[config.mk]
export PLATFORM = sky130hd
export DESIGN_NAME = hazard_stall_ctrl_flat
export DESIGN_NICKNAME = d
export VERILOG_FILES = /design/src/rtl/hazard_stall_ctrl_pkg.sv /design/src/rtl/hazard_stall_ctrl_if.sv /design/src/rtl/hazard_stall_ctrl_md_busy_counter.sv /design/src/rtl/hazard_stall_ctrl.sv /design/src/flat_wrapper.sv
export SDC_FILE = /design/constraint.sdc
export NUM_CORES = 1
export LEC_CHECK = 0
export ABC_AREA = 0
export BUFFER_PORTS_ARGS = -buffer_cell sky130_fd_sc_hd__buf_2
export CORE_ASPECT_RATIO = 1.75
export CORE_MARGIN = 3
export CORE_UTILIZATION = 40
export CTS_CLUSTER_SIZE = 25
export DETAILED_ROUTE_END_ITERATION = 10
export PLACE_DENSITY = 0.66
export SYNTH_ARGS = -nofsm -noshare
export SYNTH_HDL_FRONTEND = slang
export SYNTH_SLANG_ARGS = --single-unit
[constraint.sdc]
create_clock -name clk -period 3.9 [get_ports clk]
set_input_delay 0.78 -clock clk [delete_from_list [all_inputs] [get_ports clk]]
set_output_delay 0.78 -clock clk [all_outputs]
set_load 0.02 [all_outputs]
[src/rtl/hazard_stall_ctrl_pkg.sv]
// Pipeline-wide constants shared by the stall controller and the pipeline registers.
package hazard_stall_ctrl_pkg;
    localparam logic [1:0]  TUSE_NONE       = 2'd3;
    localparam logic [1:0]  TNEW_NOW        = 2'd0;
    localparam logic [1:0]  TNEW_ONE        = 2'd1;
    localparam logic [1:0]  TNEW_TWO        = 2'd2;
    localparam int          MULT_CYCLES_DEF = 5;
    localparam int          DIV_CYCLES_DEF  = 10;
    localparam logic [31:0] PC_DEFAULT      = 32'h0000_3000;
endpackage

[src/rtl/hazard_stall_ctrl_if.sv]
// Hazard information from D/E/M and the resulting stall controls.
interface hazard_stall_ctrl_if;
    logic [4:0]  D_rs_addr;
    logic [4:0]  D_rt_addr;
    logic [1:0]  D_rs_tuse;
    logic [1:0]  D_rt_tuse;
    logic        D_is_md;
    logic [4:0]  E_wa;
    logic [1:0]  E_tnew;
    logic [4:0]  M_wa;
    logic [1:0]  M_tnew;
    logic        E_md_start;
    logic        E_md_div;
    logic        F_en;
    logic        D_en;
    logic        E_flush;
    logic        md_busy;
    logic [31:0] stall_cycles;

    modport master (
        output D_rs_addr, D_rt_addr, D_rs_tuse, D_rt_tuse, D_is_md,
               E_wa, E_tnew, M_wa, M_tnew, E_md_start, E_md_div,
        input  F_en, D_en, E_flush, md_busy, stall_cycles
    );

    modport slave (
        input  D_rs_addr, D_rt_addr, D_rs_tuse, D_rt_tuse, D_is_md,
               E_wa, E_tnew, M_wa, M_tnew, E_md_start, E_md_div,
        output F_en, D_en, E_flush, md_busy, stall_cycles
    );
endinterface

[src/rtl/hazard_stall_ctrl_md_busy_counter.sv]
// Tracks remaining busy cycles of the multiply/divide unit.
module md_busy_counter
    import hazard_stall_ctrl_pkg::*;
#(
    parameter int MULT_CYCLES = MULT_CYCLES_DEF,
    parameter int DIV_CYCLES  = DIV_CYCLES_DEF,
    parameter int CNT_W       = 4
) (
    input  logic clk,
    input  logic reset,
    input  logic start,
    input  logic div,
    output logic md_busy
);
    logic [CNT_W-1:0] cnt_reg;
    logic [CNT_W-1:0] cnt_next;

    // A start while the unit is still busy is dropped rather than reloading.
    always_comb begin
        cnt_next = cnt_reg;
        if (start && (cnt_reg == '0)) begin
            cnt_next = div ? CNT_W'(DIV_CYCLES) : CNT_W'(MULT_CYCLES);
        end else if (cnt_reg != '0) begin
            cnt_next = cnt_reg - 1'b1;
        end
    end

    always_ff @(posedge clk or negedge reset) begin
        if (!reset) begin
            cnt_reg <= '0;
        end else begin
            cnt_reg <= cnt_next;
        end
    end

    assign md_busy = (cnt_reg != '0);
endmodule

[src/rtl/hazard_stall_ctrl.sv]
// Decode-stage stall decision from Tuse/Tnew hazards and mult/div occupancy.
module hazard_stall_ctrl
    import hazard_stall_ctrl_pkg::*;
#(
    parameter int MULT_CYCLES = MULT_CYCLES_DEF,
    parameter int DIV_CYCLES  = DIV_CYCLES_DEF,
    parameter int CNT_W       = 4
) (
    input  logic              clk,
    input  logic              reset,
    hazard_stall_ctrl_if.slave bus
);
    logic [4:0]  src_addr [2];
    logic [1:0]  src_tuse [2];
    logic [1:0]  src_stall;
    logic        stall_md;
    logic        stall;
    logic        md_busy;
    logic [31:0] stall_cycles_reg;

    assign src_addr[0] = bus.D_rs_addr;
    assign src_addr[1] = bus.D_rt_addr;
    assign src_tuse[0] = bus.D_rs_tuse;
    assign src_tuse[1] = bus.D_rt_tuse;

    // Tnew never exceeds 2, so an unused operand (Tuse 3) can never stall.
    genvar gi;
    generate
        for (gi = 0; gi < 2; gi++) begin : g_src
            assign src_stall[gi] = (src_addr[gi] != 5'd0) &&
                ((bus.E_wa == src_addr[gi] && bus.E_tnew > src_tuse[gi]) ||
                 (bus.M_wa == src_addr[gi] && bus.M_tnew > src_tuse[gi]));
        end
    endgenerate

    md_busy_counter #(
        .MULT_CYCLES (MULT_CYCLES),
        .DIV_CYCLES  (DIV_CYCLES),
        .CNT_W       (CNT_W)
    ) u_md_busy_counter (
        .clk     (clk),
        .reset   (reset),
        .start   (bus.E_md_start),
        .div     (bus.E_md_div),
        .md_busy (md_busy)
    );

    assign stall_md = bus.D_is_md && (md_busy || bus.E_md_start);
    assign stall    = (|src_stall) || stall_md;

    always_ff @(posedge clk or negedge reset) begin
        if (!reset) begin
            stall_cycles_reg <= '0;
        end else if (stall) begin
            stall_cycles_reg <= stall_cycles_reg + 32'd1;
        end
    end

    assign bus.F_en         = !stall;
    assign bus.D_en         = !stall;
    assign bus.E_flush      = stall;
    assign bus.md_busy      = md_busy;
    assign bus.stall_cycles = stall_cycles_reg;
endmodule

[src/flat_wrapper.sv]
// flat-port wrapper written by rule: the top's interface ports become plain ports
module hazard_stall_ctrl_flat import hazard_stall_ctrl_pkg::*;
#(
    parameter int MULT_CYCLES = MULT_CYCLES_DEF,
    parameter int DIV_CYCLES  = DIV_CYCLES_DEF,
    parameter int CNT_W       = 4
)
  (clk, reset, bus_D_rs_addr, bus_D_rt_addr, bus_D_rs_tuse, bus_D_rt_tuse, bus_D_is_md, bus_E_wa, bus_E_tnew, bus_M_wa, bus_M_tnew, bus_E_md_start, bus_E_md_div, bus_F_en, bus_D_en, bus_E_flush, bus_md_busy, bus_stall_cycles);
  hazard_stall_ctrl_if bus_i ();
  input  logic clk;
  input  logic reset;
  input wire logic [$bits(bus_i.D_rs_addr)-1:0] bus_D_rs_addr;
  input wire logic [$bits(bus_i.D_rt_addr)-1:0] bus_D_rt_addr;
  input wire logic [$bits(bus_i.D_rs_tuse)-1:0] bus_D_rs_tuse;
  input wire logic [$bits(bus_i.D_rt_tuse)-1:0] bus_D_rt_tuse;
  input wire logic [$bits(bus_i.D_is_md)-1:0] bus_D_is_md;
  input wire logic [$bits(bus_i.E_wa)-1:0] bus_E_wa;
  input wire logic [$bits(bus_i.E_tnew)-1:0] bus_E_tnew;
  input wire logic [$bits(bus_i.M_wa)-1:0] bus_M_wa;
  input wire logic [$bits(bus_i.M_tnew)-1:0] bus_M_tnew;
  input wire logic [$bits(bus_i.E_md_start)-1:0] bus_E_md_start;
  input wire logic [$bits(bus_i.E_md_div)-1:0] bus_E_md_div;
  output wire logic [$bits(bus_i.F_en)-1:0] bus_F_en;
  output wire logic [$bits(bus_i.D_en)-1:0] bus_D_en;
  output wire logic [$bits(bus_i.E_flush)-1:0] bus_E_flush;
  output wire logic [$bits(bus_i.md_busy)-1:0] bus_md_busy;
  output wire logic [$bits(bus_i.stall_cycles)-1:0] bus_stall_cycles;
  assign bus_i.D_rs_addr = bus_D_rs_addr;
  assign bus_i.D_rt_addr = bus_D_rt_addr;
  assign bus_i.D_rs_tuse = bus_D_rs_tuse;
  assign bus_i.D_rt_tuse = bus_D_rt_tuse;
  assign bus_i.D_is_md = bus_D_is_md;
  assign bus_i.E_wa = bus_E_wa;
  assign bus_i.E_tnew = bus_E_tnew;
  assign bus_i.M_wa = bus_M_wa;
  assign bus_i.M_tnew = bus_M_tnew;
  assign bus_i.E_md_start = bus_E_md_start;
  assign bus_i.E_md_div = bus_E_md_div;
  assign bus_F_en = bus_i.F_en;
  assign bus_D_en = bus_i.D_en;
  assign bus_E_flush = bus_i.E_flush;
  assign bus_md_busy = bus_i.md_busy;
  assign bus_stall_cycles = bus_i.stall_cycles;
  hazard_stall_ctrl #(.MULT_CYCLES(MULT_CYCLES), .DIV_CYCLES(DIV_CYCLES), .CNT_W(CNT_W)) u_core (.clk(clk), .reset(reset), .bus(bus_i));
endmodule
* After elaboration in Yosys (flattened, before gate mapping)
Cells that the tools add are included.
W data, S select, Z words.
** Word-level totals
- Bits in read-only memories :: 0
- Logic and storage cells :: 34
- Bits in writable memories :: 0
- Memories :: 0
- Output and inout bits :: 36
- Latch bits :: 0
- Bits in registers :: 36
** Operators by class
- Mux-type cells :: 3
- $mul :: 0
- Order comparisons :: 4
- Shift operators :: 0
- Bitwise logic cells :: 0
- Reductions and logical operators :: 19
- $add $sub $neg :: 2
- Eq/ne operators :: 4
- Div/mod/pow operators :: 0
** Operator list (number)
- $add A32 B1 Y32 const B :: 1
- $eq A5 B5 Y1 :: 4
- $mux W4 :: 3
- $reduce_bool A5 Y1 :: 2
- $gt A2 B2 Y1 :: 4
- $logic_and A1 B1 Y1 :: 8
- $logic_not A4 Y1 :: 1
- $logic_or A1 B1 Y1 :: 4
- $reduce_bool A4 Y1 :: 1
- $sub A4 B1 Y4 const B :: 1
- $reduce_bool A2 Y1 :: 1
- $reduce_or A2 Y1 :: 1
- $logic_not A1 Y1 :: 1

* Logic depth before layout (Yosys ltp)
Gate-level depths: netlist of run 1.
- Word-level depth :: 7
- Mapped depth :: 10
- Gate-level depth less buffers :: 9

* Modules after synthesis
Synthesis of run 1 repeated with hierarchy kept, for this count alone.
** Second synthesis, totals
- Cells, all modules :: 215
- Area total of the unflattened synthesis :: 2235.9 um^2
** By module, submodules not included
- hazard_stall_ctrl :: area an instance 1981.9 um^2, instances 1, cells an instance 190
- md_busy_counter :: area an instance 254.0 um^2, instances 1, cells an instance 25

* Worst setup path before layout of run 1
Ideal clock, no wire load.
- Kind :: input port to output port
- Start point :: input port bus_D_rt_tuse[1]
- End point :: output port bus_F_en
- Path buffers :: 2
- Path slack :: 791 ps
- Stages on the path :: 10
- Arrival time :: 2329 ps
- Data required time :: 3120 ps
- Path through :: inv_1 -> ha_1 -> nand2_1 -> nand4_1 -> nor4_1 -> o22ai_1 -> nand3_1 -> buf_2 -> inv_1 -> buf_4
** On the way
- Cells in the longest elaborated chain, start to end :: 7
- Elaborated cells between the ends (all ways) :: 9
- Those cells by class :: order compare (2); reduce/logical (7)
** RTL lines
- start, declared :: line flat_wrapper.sv:15 : input wire logic [$bits(bus_i.D_rt_tuse)-1:0] bus_D_rt_tuse;
- $gt A2 B2 Y1, on equally long branches :: line hazard_stall_ctrl.sv:31, hazard_stall_ctrl.sv:32
- $logic_and A1 B1 Y1, on equally long branches :: line hazard_stall_ctrl.sv:31, hazard_stall_ctrl.sv:32
- $logic_or A1 B1 Y1 (*) :: line hazard_stall_ctrl.sv:31 : ((bus.E_wa == src_addr[gi] && bus.E_tnew > src_tuse[gi]) ||
- $logic_and A1 B1 Y1 (*) :: line hazard_stall_ctrl.sv:30 : assign src_stall[gi] = (src_addr[gi] != 5'd0) &&
- $reduce_or A2 Y1 (*) :: line hazard_stall_ctrl.sv:49 : assign stall = (|src_stall) || stall_md;
- $logic_or A1 B1 Y1 (*) :: line hazard_stall_ctrl.sv:49
- named net bus_E_flush :: line flat_wrapper.sv:25 : output wire logic [$bits(bus_i.E_flush)-1:0] bus_E_flush;
- $logic_not A1 Y1 (*)
- end, declared :: line flat_wrapper.sv:23 : output wire logic [$bits(bus_i.F_en)-1:0] bus_F_en;
Mark *: on every way through the listed nets, which the timed path passes. The rest lies on a longest branch.

* Worst setup path after layout of run 1
- Start point :: input port bus_D_rt_tuse[1]
- End point :: output port bus_D_en
** On the way
- Cells in the longest elaborated chain, start to end :: 7
- Elaborated cells between the ends (all ways) :: 9
- Those cells by class :: order compare (2); reduce/logical (7)
** RTL lines
- $gt A2 B2 Y1, on equally long branches :: line hazard_stall_ctrl.sv:31, hazard_stall_ctrl.sv:32
- $logic_and A1 B1 Y1, on equally long branches :: line hazard_stall_ctrl.sv:31, hazard_stall_ctrl.sv:32
- $logic_or A1 B1 Y1 (*) :: line hazard_stall_ctrl.sv:31
- $logic_and A1 B1 Y1 (*) :: line hazard_stall_ctrl.sv:30
- $reduce_or A2 Y1 (*) :: line hazard_stall_ctrl.sv:49
- $logic_or A1 B1 Y1 (*) :: line hazard_stall_ctrl.sv:49
- $logic_not A1 Y1 (*) :: line hazard_stall_ctrl.sv:60 : assign bus.D_en = !stall;
- end, declared :: line flat_wrapper.sv:24 : output wire logic [$bits(bus_i.D_en)-1:0] bus_D_en;
Mark *: on every way between the ends. The rest lies on a longest branch, timed or not.

==> run metrics, run 1 <==
Clk pin slew, worst setup/hold paths=around 0.070 ns; Layout fillers=just over 500; Sw Share=roughly 36%; crit-path cells=buf_2 -> inv_1 -> ha_1 -> nor2b_1 -> o21ai_0 -> a2111oi_2 -> o22ai_1 -> nand3_1 -> inv_1 -> buf_2; outcome=complete, no violations; Rel. slew slack=between 40 and 50%; crit-path max FO=3; part of the power in registers=between 40% and 50%; pre-CTS setup slack=~0.80 ns; met1 GRT Util=between 15 and 20%; Post-Synth Adder-Cell Area=around 6.5%; Max Freq=approximately 320 MHz; type of the tightest min-delay check=flip-flop to flip-flop; DRC=0; simple-gate area share of the yosys netlist=a little under a fifth; Cells after Synth=around 210; routed wire length=about 4.8 mm; GRT Residual Overflow=0; #FFs+latches synth=36; synth unique cells=30; Sequential Area=around 900 um2; Ant. Diodes=0; vias=1771; drt wl/cell=14.43 um; final hold viol count=0; # Max-Cap Violations=0; Clk pwr share=a little under a quarter; grt met3 use=between 2 and 3%; Data arrival, critical path=between 2 and 2.5 ns; CTS root buf=clkbuf_8; GRT busiest layer=met2; met2 Use GR=between 30% and 40%; VDD IR max=0.1892 mV; Synth Area per Inst=between 10 and 15 um2; Crit Path Category=primary input to primary output; io pins=69; final setup fails=0; commonest non-fill, non-tap cell in the layout=buf_2; max reg flops=32; slowest CP cell=ha_1; mux share of post-synthesis cell area=between 1 and 1.5%; initial antenna violation count=0; Core ar.=5020 um2; clk buf depth=2; Final ANT Viol Nets=0; period utilization=approximately four fifths; DIE HEIGHT=between 100 and 150 um; slew at the pin closest to its max-slew limit=0.7867 ns; Syn Nets=roughly 250; vias in the first global route=between 1500 and 2000; leakage power=around 1.2 nW; clk_lat worst skew=0.28 ns; Setup crit start kind=primary input; area of the multi-input gates=between 1000 and 1500 um2; Worst setup EP type=primary output; Synth Cell Area=~2100 um2; RSZ-0062 raised after global routing=no; most frequent cells in the layout=buf_2, xnor2_1, dfrtp_1; Seq/Total Area, Yosys=about 43%; TNS Setup=0 ns; CTS resizes=0; pins over their slew limit=0; setup bufs post-CTS=0; Die Width=between 60 and 70 um; pwr/cell area=between 400 and 500 nW/um2; Gate power share=between 30 and 40%; Internal=0.0006901 W; CTS tree=done; Worst Setup Slack, final=about 0.81 ns; max incr delay on CP=roughly 0.26 ns; Iter 0 DRT Violations=106; P_sw=approximately 0.00038 W; DRT Pass-1 Iters=6; area delta synth->final=21.26%; Num CTS Buffers=5; Post-DP HPWL=between 3 and 4 mm; gr usage total=16.65%; Hold-fix buffers, CTS=0; CTS sink count=36; Post-Route Skew=between 0.004 and 0.005 ns; CTS H-tree lvls=2; die area=6209 um2; Crit path required time=~3.1 ns; largest net degree at the start of global routing=37; layout cells sized above 1=about 29%; global placer's final weighted congestion=0.8629; PortBufs=just under 70; routed vias/inst=~5.4; first-pass GRT wire length=around 8 mm; nets=320; YS warnings=0; Synth Area in Compound Gates=5.938%; Post-Synth XOR/XNOR Area=approximately 22%; Starting Density=roughly two fifths; largest family of logic cells by synthesized area=XOR/XNOR gates; min Tclk post-route=roughly 3.1 ns; num rows=34
==> power groups by stage <==
stage | sequential [W] | clock [W] | combinational (W)
after floorplan | 0.000536 | 0 | 0.000189
after global placement | 0.000507 | 0 | 0.000329
after detailed placement | 0.000508 | 0 | 0.000336
after CTS | 0.000502 | 0.000253 | 0.000338
after global routing | 0.000513 | 0.000273 | 0.000375
final | 0.000501 | 0.000243 | 0.000331
==> path summary, 6_finish.rpt <==
check / startpoint / to / slack, ns / depth (start not counted)
worst min-delay path: u_core.bus.stall_cycles[31]$_DFFE_PN0P_ / u_core.bus.stall_cycles[31]$_DFFE_PN0P_ / 0.46 / 1
min in group asynchronous: reset / u_core.bus.stall_cycles[9]$_DFFE_PN0P_ / 0.58 / 1
worst max-delay path: bus_D_rt_tuse[1] / bus_D_en / 0.81 / 10
worst min register to register: u_core.bus.stall_cycles[31]$_DFFE_PN0P_ / u_core.bus.stall_cycles[31]$_DFFE_PN0P_ / 0.46 / 1
worst max register to register: u_core.u_md_busy_counter.cnt_reg[0]$_DFFE_PN0P_ / u_core.bus.stall_cycles[27]$_DFFE_PN0P_ / 1.62 / 7
max in group asynchronous: reset / u_core.u_md_busy_counter.cnt_reg[2]$_DFFE_PN0P_ / 2.82 / 1
==> cells by family after synthesis <==
family / Yosys count
xor+xnor: 52
flops: 36
mux: 2
buf+inv: 16
simple gates: 71
fa+ha+maj: 11
compound gates: 19
==> area by class of cell <==
cell class	count	area share, %
multi-input combinational	155	44.12
clock inverter	1	0.1959
clock buffer	6	2.840
tap	54	2.644
inverter	9	1.322
sequential	36	35.26
timing repair buffer	69	13.61
==> per-stage QoR <==
step                util, %  total power, W  hold slack, ns  instance area, um2  cells
floorplan                 -       0.0007256          0.4576                2107    207
global placement      49.35       0.0008366          0.4554                2477    323
detailed placement    49.35       0.0008442          0.4572                2477    323
CTS                   50.90        0.001093          0.4716                2555    330
global route          50.90        0.001161          0.4829                2555    330
finish                50.90        0.001075          0.4642                2555    330
==> critical path: cells and delay by family <==
family | cells | cell delay, ns
AOI/OAI and AO/OA | 3 | 0.49
adders and majority gates | 1 | 0.26
buffers and inverters | 4 | 0.44
and+or+nand+nor | 2 | 0.34
==> layer usage <==
layer	wire length [um]	vias up
met5	0	-
met4	125	0
met2	2671	69
met3	253	10
met1	1713	839
li1	-	853
==> synthesized netlist by cell type, drive strengths merged <==
| cell type | count | area share (%) |
|---|---|---|
| nor2b | 3 | 0.89 |
| o31ai | 1 | 0.36 |
| o22ai | 2 | 0.59 |
| dfrtp | 36 | 43 |
| o2111ai | 2 | 0.83 |
| xor2 | 4 | 1.7 |
| and2 | 1 | 0.42 |
| nor4 | 1 | 0.30 |
| inv | 9 | 1.6 |
| nand3 | 19 | 4.5 |
| and4 | 3 | 1.4 |
| mux2i | 1 | 0.48 |
| or4 | 2 | 0.71 |
| xnor2 | 48 | 20 |
| and3 | 9 | 2.7 |
| nand2 | 13 | 2.3 |
| o21ai | 7 | 1.7 |
| a2111oi | 1 | 0.71 |
| ha | 11 | 6.5 |
| nand4 | 14 | 4.2 |
| nor2 | 6 | 1.1 |
| a31oi | 1 | 0.59 |
| mux2 | 1 | 0.53 |
| buf | 7 | 2.1 |
| a21oi | 5 | 1.2 |
Note: power is estimated with default switching activity, not from simulation.
==> inputs of run 2 (changes only) <==
Clock period 3.9 ns to 2.93 ns, I/O delays scaled along.
==> run metrics, run 2 (synthesis results as in run 1) <==
commonest non-fill, non-tap cell in the layout=buf_2; type of the tightest min-delay check=primary input to asynchronous set/reset pin; fin cells=around 330; Post-DP HPWL=roughly 3.8 mm; max reg flops=32; num rows=34; gr usage total=roughly 17%; met1 GRT Util=18.33%; Final ANT Viol Nets=0; drt wl/cell=around 14 um; CTS tree=done; Data arrival, critical path=around 2.1 ns; PortBufs=68; initial antenna violation count=0; # Max-Cap Violations=0; Setup crit start kind=primary input; nets=around 320; setup bufs post-CTS=0; Inst Count DP=324; Worst setup EP type=primary output; Iter 0 DRT Violations=91; CTS H-tree lvls=2; die area=approximately 6200 um2; pre-CTS setup slack=0.2722 ns; Layout fillers=approximately 480; GRT Residual Overflow=0; RSZ-0062 raised after global routing=no; area delta synth->final=22.21%; Ant. Diodes=0; Crit path required time=2.34 ns; Core ar.=roughly 5000 um2; min Tclk post-route=roughly 2.7 ns; outcome=complete, no violations; clk buf depth=2; crit-path max FO=3; TNS Setup=0 ns; grt met3 use=about 2.7%; met2 Use GR=between 30% and 40%; clk_lat worst skew=0.29 ns; GRT busiest layer=met2; Clk pin slew, worst setup/hold paths=0.07 ns; Crit Path Category=primary input to primary output; CTS resizes=0; Num CTS Buffers=5; layout cells sized above 1=roughly 29%; CTS sink count=36; final hold viol count=0; Overall Power=~0.0015 W; vias=around 1800; pwr/cell area=570.7 nW/um2; CTS root buf=clkbuf_8; Starting Density=41.97%; period utilization=approximately nine tenths; pins over their slew limit=0; Worst Setup Slack, final=around 0.26 ns; most frequent cells in the layout=buf_2, xnor2_1, dfrtp_1; area of the multi-input gates=1127 um2; largest net degree at the start of global routing=37; first-pass GRT wire length=7.990 mm; final setup fails=0; Rel. slew slack=46.77%; Die Width=a little over 60 um; vias in the first global route=around 1800; Hold-fix buffers, CTS=0; Max Freq=374.4 MHz; VDD IR max=0.1909 mV; Sequential Area=around 900 um2; Post-Route Skew=0.003268 ns; DIE HEIGHT=102.0 um; DRT Pass-1 Iters=4; routed vias/inst=around 5.3; DRC=0; leakage power=around 1.3 nW; slew at the pin closest to its max-slew limit=0.7984 ns; global placer's final weighted congestion=slightly below 0.9; routed wire length=4.782 mm; io pins=69
==> run 2: cell type report <==
class / count / area share [%]
well taps: 54 / 2.624
clock buffers: 8 / 3.499
inverters: 9 / 1.312
repair buffers: 70 / 13.80
flip-flops and latches: 36 / 34.99
multi-input cells: 155 / 43.78
==> run 2: path summary, 6_finish.rpt <==
| check | start | endpoint | slack (ns) | cells past startpoint |
|---|---|---|---|---|
| worst max register to register | u_core.u_md_busy_counter.cnt_reg[0]$_DFFE_PN0P_ | u_core.bus.stall_cycles[1]$_DFFE_PN0P_ | 0.83 | 7 |
| worst min-delay path | reset | u_core.bus.stall_cycles[11]$_DFFE_PN0P_ | 0.38 | 1 |
| worst min register to register | u_core.bus.stall_cycles[31]$_DFFE_PN0P_ | u_core.bus.stall_cycles[31]$_DFFE_PN0P_ | 0.46 | 1 |
| min in group clk | u_core.bus.stall_cycles[31]$_DFFE_PN0P_ | u_core.bus.stall_cycles[31]$_DFFE_PN0P_ | 0.46 | 1 |
| worst max-delay path | bus_E_tnew[1] | bus_F_en | 0.26 | 9 |
| max in group asynchronous | reset | u_core.bus.stall_cycles[26]$_DFFE_PN0P_ | 2.04 | 1 |
==> run 2: routing by layer <==
metal / vias to the layer above / routed length, um
li1: 857 / -
met1: 815 / 1787
met2: 67 / 2537
met3: 15 / 250
met4: 0 / 206
met5: - / 0
==> run 2: critical path: stages <==
cell and delay, ns:
buf_2 0.12, ha_1 0.32, nor2b_1 0.14, o21ai_0 0.21, a2111oi_2 0.06, o22ai_1 0.20, nand3_1 0.19, inv_1 0.10
buf_2 0.16
==> run 2: metrics by stage <==
stage	hold slack [ns]	utilization, %	instance area, um2
2_1_floorplan	0.2904	-	2107
3_3_place_gp	0.4572	49.50	2485
3_5_place_dp	0.4574	49.50	2485
4_1_cts	0.4036	51.30	2575
5_1_grt	0.4363	51.30	2575
6_report	0.3781	51.30	2575
==> run 2: power by group <==
part	internal [W]	switching, W
sequential	0.000575	0.0000931
clock	0.000192	0.000168
combinational	0.000185	0.000257
